==> config.mk <==
export PLATFORM = sky130hd
export DESIGN_NAME = fetch_sequencer
export DESIGN_NICKNAME = d
export VERILOG_FILES = /design/src/rtl/fetch_sequencer.sv
export SDC_FILE = /design/constraint.sdc
export NUM_CORES = 1
export LEC_CHECK = 0
export CORE_MARGIN = 2
export CORE_UTILIZATION = 30
export DETAILED_ROUTE_END_ITERATION = 16
export PLACE_DENSITY = 0.53
export SYNTH_ARGS = -nofsm -noshare
export SYNTH_HDL_FRONTEND = slang
export SYNTH_SLANG_ARGS = --single-unit
==> constraint.sdc <==
create_clock -name clk -period 4.1 [get_ports clk]
set_input_delay 0.82 -clock clk [delete_from_list [all_inputs] [get_ports clk]]
set_output_delay 0.82 -clock clk [all_outputs]
set_load 0.1 [all_outputs]
==> src/rtl/fetch_sequencer.sv <==
// fetch_sequencer: owns the PC, fetches words from imem, hands them to decode.
// Ports: clk/rst, imem req/addr/ready/rdata, instr valid/pc/accept, redirect, counters.
module fetch_sequencer #(
  parameter logic [29:0] RESET_PC = 30'h0000_0C00
) (
  input  logic        clk,
  input  logic        rst,
  output logic        imem_req,
  output logic [31:2] imem_addr,
  input  logic        imem_ready,
  input  logic [31:0] imem_rdata,
  output logic        instr_valid,
  output logic [31:0] instr,
  output logic [31:2] instr_pc,
  input  logic        instr_accept,
  input  logic        redirect,
  input  logic [31:2] redirect_pc,
  output logic [31:0] fetch_count,
  output logic [31:0] kill_count
);

  typedef enum logic [1:0] {
    S_IDLE = 2'd0,
    S_REQ  = 2'd1,
    S_OUT  = 2'd2
  } state_t;

  state_t      state;
  state_t      state_n;
  logic [31:2] pc;
  logic [31:2] tgt;
  logic        kill;

  always_ff @(posedge clk) begin
    if (rst) state <= S_IDLE;
    else     state <= state_n;
  end

  always_comb begin
    state_n = state;
    unique case (state)
      S_IDLE: state_n = S_REQ;
      S_REQ: begin
        if (redirect)                state_n = S_REQ;
        else if (imem_ready && !kill) state_n = S_OUT;
      end
      S_OUT: begin
        if (redirect || instr_accept) state_n = S_REQ;
      end
      default: state_n = S_IDLE;
    endcase
  end

  // Outputs decode registered state only; no input reaches an output.
  always_comb begin
    imem_req    = (state == S_REQ);
    instr_valid = (state == S_OUT);
    imem_addr   = pc;
  end

  always_ff @(posedge clk) begin
    if (rst) begin
      pc          <= RESET_PC;
      tgt         <= RESET_PC;
      kill        <= 1'b0;
      instr       <= 32'd0;
      instr_pc    <= RESET_PC;
      fetch_count <= 32'd0;
      kill_count  <= 32'd0;
    end else begin
      unique case (state)
        S_IDLE: begin
          if (redirect) pc <= redirect_pc;
        end
        S_REQ: begin
          if (imem_ready) begin
            if (redirect) begin
              pc         <= redirect_pc;
              kill       <= 1'b0;
              kill_count <= kill_count + 32'd1;
            end else if (kill) begin
              // Stale response: drop it, then refetch at the held target.
              pc         <= tgt;
              kill       <= 1'b0;
              kill_count <= kill_count + 32'd1;
            end else begin
              instr    <= imem_rdata;
              instr_pc <= pc;
            end
          end else if (redirect) begin
            // imem_addr must stay put until the request completes.
            tgt  <= redirect_pc;
            kill <= 1'b1;
          end
        end
        S_OUT: begin
          if (redirect) begin
            pc <= redirect_pc;
            if (instr_accept) fetch_count <= fetch_count + 32'd1;
            else              kill_count  <= kill_count + 32'd1;
          end else if (instr_accept) begin
            fetch_count <= fetch_count + 32'd1;
            pc          <= pc + 30'd1;
          end
        end
        default: ;
      endcase
    end
  end

endmodule
==> reports/metrics.yaml, run 1 <==
status: "finished clean"
drt_first_iter_violations: 584
power_leakage_nw: 3.87
cp.arrival_ps: 2220
htreeDepth: 4
avgSynthCellArea_um2: 7.86
routedWlPerCell_um: 17.2
cp_max_fo: 10
maxSlewHeadroom: 0.285
insertion_delay_ps: 440
fmax_mhz: 329
diodes: 0
ant_nets: 0
crit_family: "buffers and inverters"
clock_skew_ps: 13.1
start_util: 0.303
dr.pass1.iters: 7
worstSetupStartpoint: "imem_addr[20]$_SDFFE_PP0P_"
cts_tree: "yes"
period_share: 0.742
min_path_type: "flip-flop to flip-flop"
path_depth: 1
ir_worst_vdd_mv: 0.240
drv_cap: 0
drive_gt1_frac: 0.0521
fin_setup_tns_ps: 0
drv_slew: 0
hold_ws_ps: 453
critPathMaxStageDelay_ps: 1210
grt-busiest-layer: "met2"
clock_path_buffers: 2
grt_use_met3: 0.0442
path_cells: "clkdlybuf4s50_1"
rsz0062_at_grt: "false"
final_nets: 1366
clk_pin_slew_ps: 80
grtUsageMet2: 0.303
die_area_um2: 30300
cts_resized: 0
gp_congestion: 0.828
layout_commonest_cell: "nand2_1"
ys_seq_area_frac: 0.436
core_area_um2: 28600
routed-via-count: 8659
clock-sinks: 189
crit_required_ps: 3280
critPathCaptureType: "output pin"
grt_pass1_wl_um: 46100
slowest_stage: "clkdlybuf4s50_1"
pin_count: 225
hold_violations: 0
chipHeight_um: 174
r2r_end: "imem_addr[9]$_SDFFE_PP0P_"
overflow: 0
synth_cells: 1105
synth_fp_nets: 1179
grt_usage: 0.189
drc: 0
fp-row-count: 62
final_cell_mix: "226 x nand2_1, 221 x clkdlybuf4s50_1, 189 x dfxtp_1"
reg2reg_from: "state[0]$_SDFFE_PP0P_"
dieWidth_um: 174
synth_flop_cell: "dfxtp_1"
grt_max_degree: 60
avgViaCountPerCell: 5.13
grt_util_met1: 0.252
power_density_nw_per_um2: 407
yosys_register_bits: 189
ctsHoldBuffers: 0
synthArstFlopShare: 0
synth-edff-count: 0
finalSetupViolCount: 0
tightest_slew_ps: 1070
cp-endpoint: "imem_addr[20]"
clockRootBuffer: "clkbuf_16"
cp-start-kind: "flip-flop"
synthDistinctLibCells: 64
dp_hpwl_um: 19600
critical_path_class: "flip-flop to output pin"
area_growth_pct: 36.7
path_buf_inv: 1
rrSetupSlack_ps: 1230
fin_ws_ps: 1060
synth_warnings: 0
rr_worst_depth: 9
numCtsBuffers: 17
mappedNetlistArea_um2: 8680
post_cts_buffers: 0
routed_wl_um: 29000
antenna_found_initial: 1
pre_cts_ws_ps: 756
portBuffers: 224
min_period_ps: 3040
grt_pass1_vias: 8183
[cell families (layout without fill, tap and decap cells)]
kind of cell               count (synthesis)  in the layout  synth area share
and+or+nand+nor                          487            487             0.262
xor gates and xnor gates                  44             44            0.0444
DFF                                      189            189             0.436
muxes                                      5              5           0.00576
adders and majority gates                  7              7            0.0101
buffers and inverters                     97            297            0.0468
AOI/OAI and AO/OA                        276            276             0.195
[metal layers]
metal / share of wire / wire [um]
met1: 0.46 / 13300
met2: 0.46 / 13400
met3: 0.059 / 1710
met4: 0.020 / 592
met5: 0 / 0
[state kept, by name, indices dropped and copies added (netlist names)]
signal	count
kill_count	32
fetch_count	32
instr	32
tgt	30
state	2
imem_addr	30
instr_pc	30
kill	1
[synth_stat cells, types with 7 or more instances]
master / count / area (um^2)
nand2_1: 227 / 852
dfxtp_1: 189 / 3780
a21oi_1: 139 / 696
nor2_1: 78 / 293
clkbuf_1: 68 / 255
o21ai_0: 42 / 210
nand3_1: 38 / 190
xnor2_1: 31 / 272
nand4_1: 25 / 156
nor3_1: 24 / 120
inv_1: 21 / 78.8
or3_1: 17 / 106
nor4_1: 15 / 93.8
and3_1: 14 / 87.6
xor2_1: 13 / 114
a221oi_1: 10 / 87.6
or4_1: 9 / 67.6
a221o_1: 8 / 80.1
a22o_1: 8 / 70.1
and4_1: 8 / 70.1
a22oi_1: 7 / 52.6
a31oi_1: 7 / 43.8
ha_1: 7 / 87.6
o31ai_1: 7 / 52.6
[worst min path at each step]
stage | endpoint | startpoint | slack (ps) | cells past startpoint
after global routing | tgt[21]$_SDFFE_PP0P_ | tgt[21]$_SDFFE_PP0P_ | 470 | 2
final | instr_pc[30]$_SDFFE_PP0P_ | instr_pc[30]$_SDFFE_PP0P_ | 450 | 2
after floorplan | tgt[6]$_SDFFE_PP0P_ | tgt[6]$_SDFFE_PP0P_ | 440 | 2
after CTS | instr[23]$_SDFFE_PP0P_ | instr[23]$_SDFFE_PP0P_ | 460 | 2
after detailed placement | instr[8]$_SDFFE_PP0P_ | instr[8]$_SDFFE_PP0P_ | 450 | 2
after global placement | instr[29]$_SDFFE_PP0P_ | instr[29]$_SDFFE_PP0P_ | 440 | 2
[metrics by stage]
step	util	instance area (um^2)	total power, W	std cells
after floorplan	-	8680	0.00280	1105
after global placement	0.394	11300	0.00315	1657
after detailed placement	0.394	11300	0.00315	1657
after CTS	0.415	11900	0.00488	1689
after global routing	0.415	11900	0.00504	1689
final	0.415	11900	0.00483	1689
[area by class of cell]
type	instances	area (um^2)
clock buffer	18	429
clock inverter	14	166
fill	2887	16800
inverter	21	78.8
multi-input combinational	819	4500
sequential	189	3780
tap	384	480
timing repair buffer	244	2430
[where the power goes]
group,internal (W),switching [W]
Clock,0.000880,0.000843
Combinational,0.000307,0.000791
Sequential,0.00191,0.000106
Total,0.00309,0.00174
No activity file was read; power rests on OpenSTA's default activity.
==> run 2, diff against run 1 <==
PLACE_DENSITY = 0.55   (was 0.53)
clock period = 2.78 ns   (was 4.1 ns; I/O delays follow)
==> reports/metrics.yaml, run 2 (synthesis results as in run 1) <==
core_area_um2: 28600  # unchanged
drv_slew: 0  # unchanged
cts_tree: "yes"
cp_max_fo: 36  # +26
power_leakage_nw: 4.32  # +12%
place_area_um2: 11200  # -1.1%
final_area_um2: 11700  # -1.1%
grt_use_met3: 0.0424  # -0.00175
ctsHoldBuffers: 0  # unchanged
dr.pass1.iters: 5  # -2
htreeDepth: 4  # unchanged
grt_max_degree: 113  # +88%
portBuffers: 224  # unchanged
clk_pin_slew_ps: 80  # about the same
drt_first_iter_violations: 564  # -3.4%
start_util: 0.303  # unchanged
clock_path_buffers: 2  # unchanged
maxSlewHeadroom: 0.500  # +0.215
cp-start-kind: "flip-flop"
grt_pass1_wl_um: 46000  # -0.25%
gp_congestion: 0.825  # -0.41%
grtUsageMet2: 0.295  # -0.00780
drc: 0  # unchanged
pin_count: 225  # unchanged
routedWlPerCell_um: 17.0  # -0.90%
routed_wl_um: 29400  # +1.2%
cp.arrival_ps: 2800  # +580 ps
numCtsBuffers: 17  # unchanged
reg_top3: "fetch_count (32), instr (32), kill_count (32)"
ir_worst_vdd_mv: 0.351  # +46%
critical_path_class: "flip-flop to flip-flop"
status: "finished clean"
min_path_type: "input port to flip-flop"
clockRootBuffer: "clkbuf_16"
final_cell_mix: "226 x nand2_1, 207 x buf_4, 186 x dfxtp_1"
antenna_found_initial: 3  # +2
period_share: 0.881
chipHeight_um: 174  # unchanged
avgViaCountPerCell: 5.13  # about the same
cts_resized: 0  # unchanged
insertion_delay_ps: 440  # about the same
area_growth_pct: 35.2
hold_violations: 0  # unchanged
fmax_mhz: 408
clock-sinks: 189  # unchanged
routed-via-count: 8847  # +2.2%
power_density_nw_per_um2: 601  # +48%
drv_cap: 0  # unchanged
clock_skew_ps: 14.9  # +1.76 ps
die_area_um2: 30300  # unchanged
layout_commonest_cell: "nand2_1"
fp-row-count: 62  # unchanged
post_cts_buffers: 0  # unchanged
grt_pass1_vias: 8173  # -0.12%
ant_nets: 0  # unchanged
drive_gt1_frac: 0.197  # +0.144
critPathCaptureType: "flip-flop"
rsz0062_at_grt: "false"
fin_setup_tns_ps: 0  # unchanged
grt_util_met1: 0.258  # +0.00552
tightest_slew_ps: 751  # -319 ps
fill_cells: 2985  # +3.4%
grt-busiest-layer: "met2"
dieWidth_um: 174  # unchanged
min_period_ps: 2450
overflow: 0  # unchanged
finalSetupViolCount: 0  # unchanged
grt_usage: 0.189  # -0.000404
crit_required_ps: 3130  # -150 ps
final_nets: 1399  # +2.4%
dp_hpwl_um: 20400  # +4.3%
-- run 2: final cells by class --
class	instances	area [um^2]	share of cell area
Tap cell	384	480	0.0409
Sequential cell	189	3790	0.323
Timing Repair Buffer	277	2300	0.196
Clock buffer	19	453	0.0386
Multi-Input combinational cell	819	4510	0.384
Clock inverter	13	130	0.0111
Antenna cell	2	5.00	0.000426
Inverter	21	78.8	0.00671
-- run 2: worst max-delay path, cell delays in order, from the launching register on --
cell and delay, ps:
dfxtp_1 400, inv_1 80, ha_1 300, buf_4 360, and3b_1 580, buf_4 250, a222oi_1 100, nand2b_1 180
a21oi_1 120
-- run 2: worst paths after layout --
kind                                                  end  slack [ps]                    from  cells past startpoint
worst max-delay path            imem_addr[9]$_SDFFE_PP0P_         330   state[1]$_SDFFE_PP0P_                      8
worst min-delay path                 tgt[28]$_SDFFE_PP0P_         380                     rst                      2
worst max register to register  imem_addr[9]$_SDFFE_PP0P_         330   state[1]$_SDFFE_PP0P_                      8
worst min register to register     instr[15]$_SDFFE_PP0P_         450  instr[15]$_SDFFE_PP0P_                      2
-- run 2: layer usage --
layer	wire length [um]	up-vias
li1	-	4351
met3	1860	39
met2	13300	279
met1	13600	4176
met5	16	-
met4	595	2
-- run 2: report_power, final --
group,switching (W),internal [W],total (W)
logic,0.00121,0.000473,0.00168
registers,0.000127,0.00282,0.00294
clock network,0.00120,0.00123,0.00243
-- run 2: metrics by stage --
step	setup slack [ps]	instances	total power (W)	utilization	hold WS, ps
4_1_cts	362	1722	0.00713	0.410	362
6_report	330	1724	0.00706	0.410	383
3_3_place_gp	47.6	1690	0.00468	0.390	443
2_1_floorplan	14.4	1105	0.00413	-	436
5_1_grt	139	1724	0.00735	0.410	374
3_5_place_dp	18.1	1690	0.00469	0.390	447
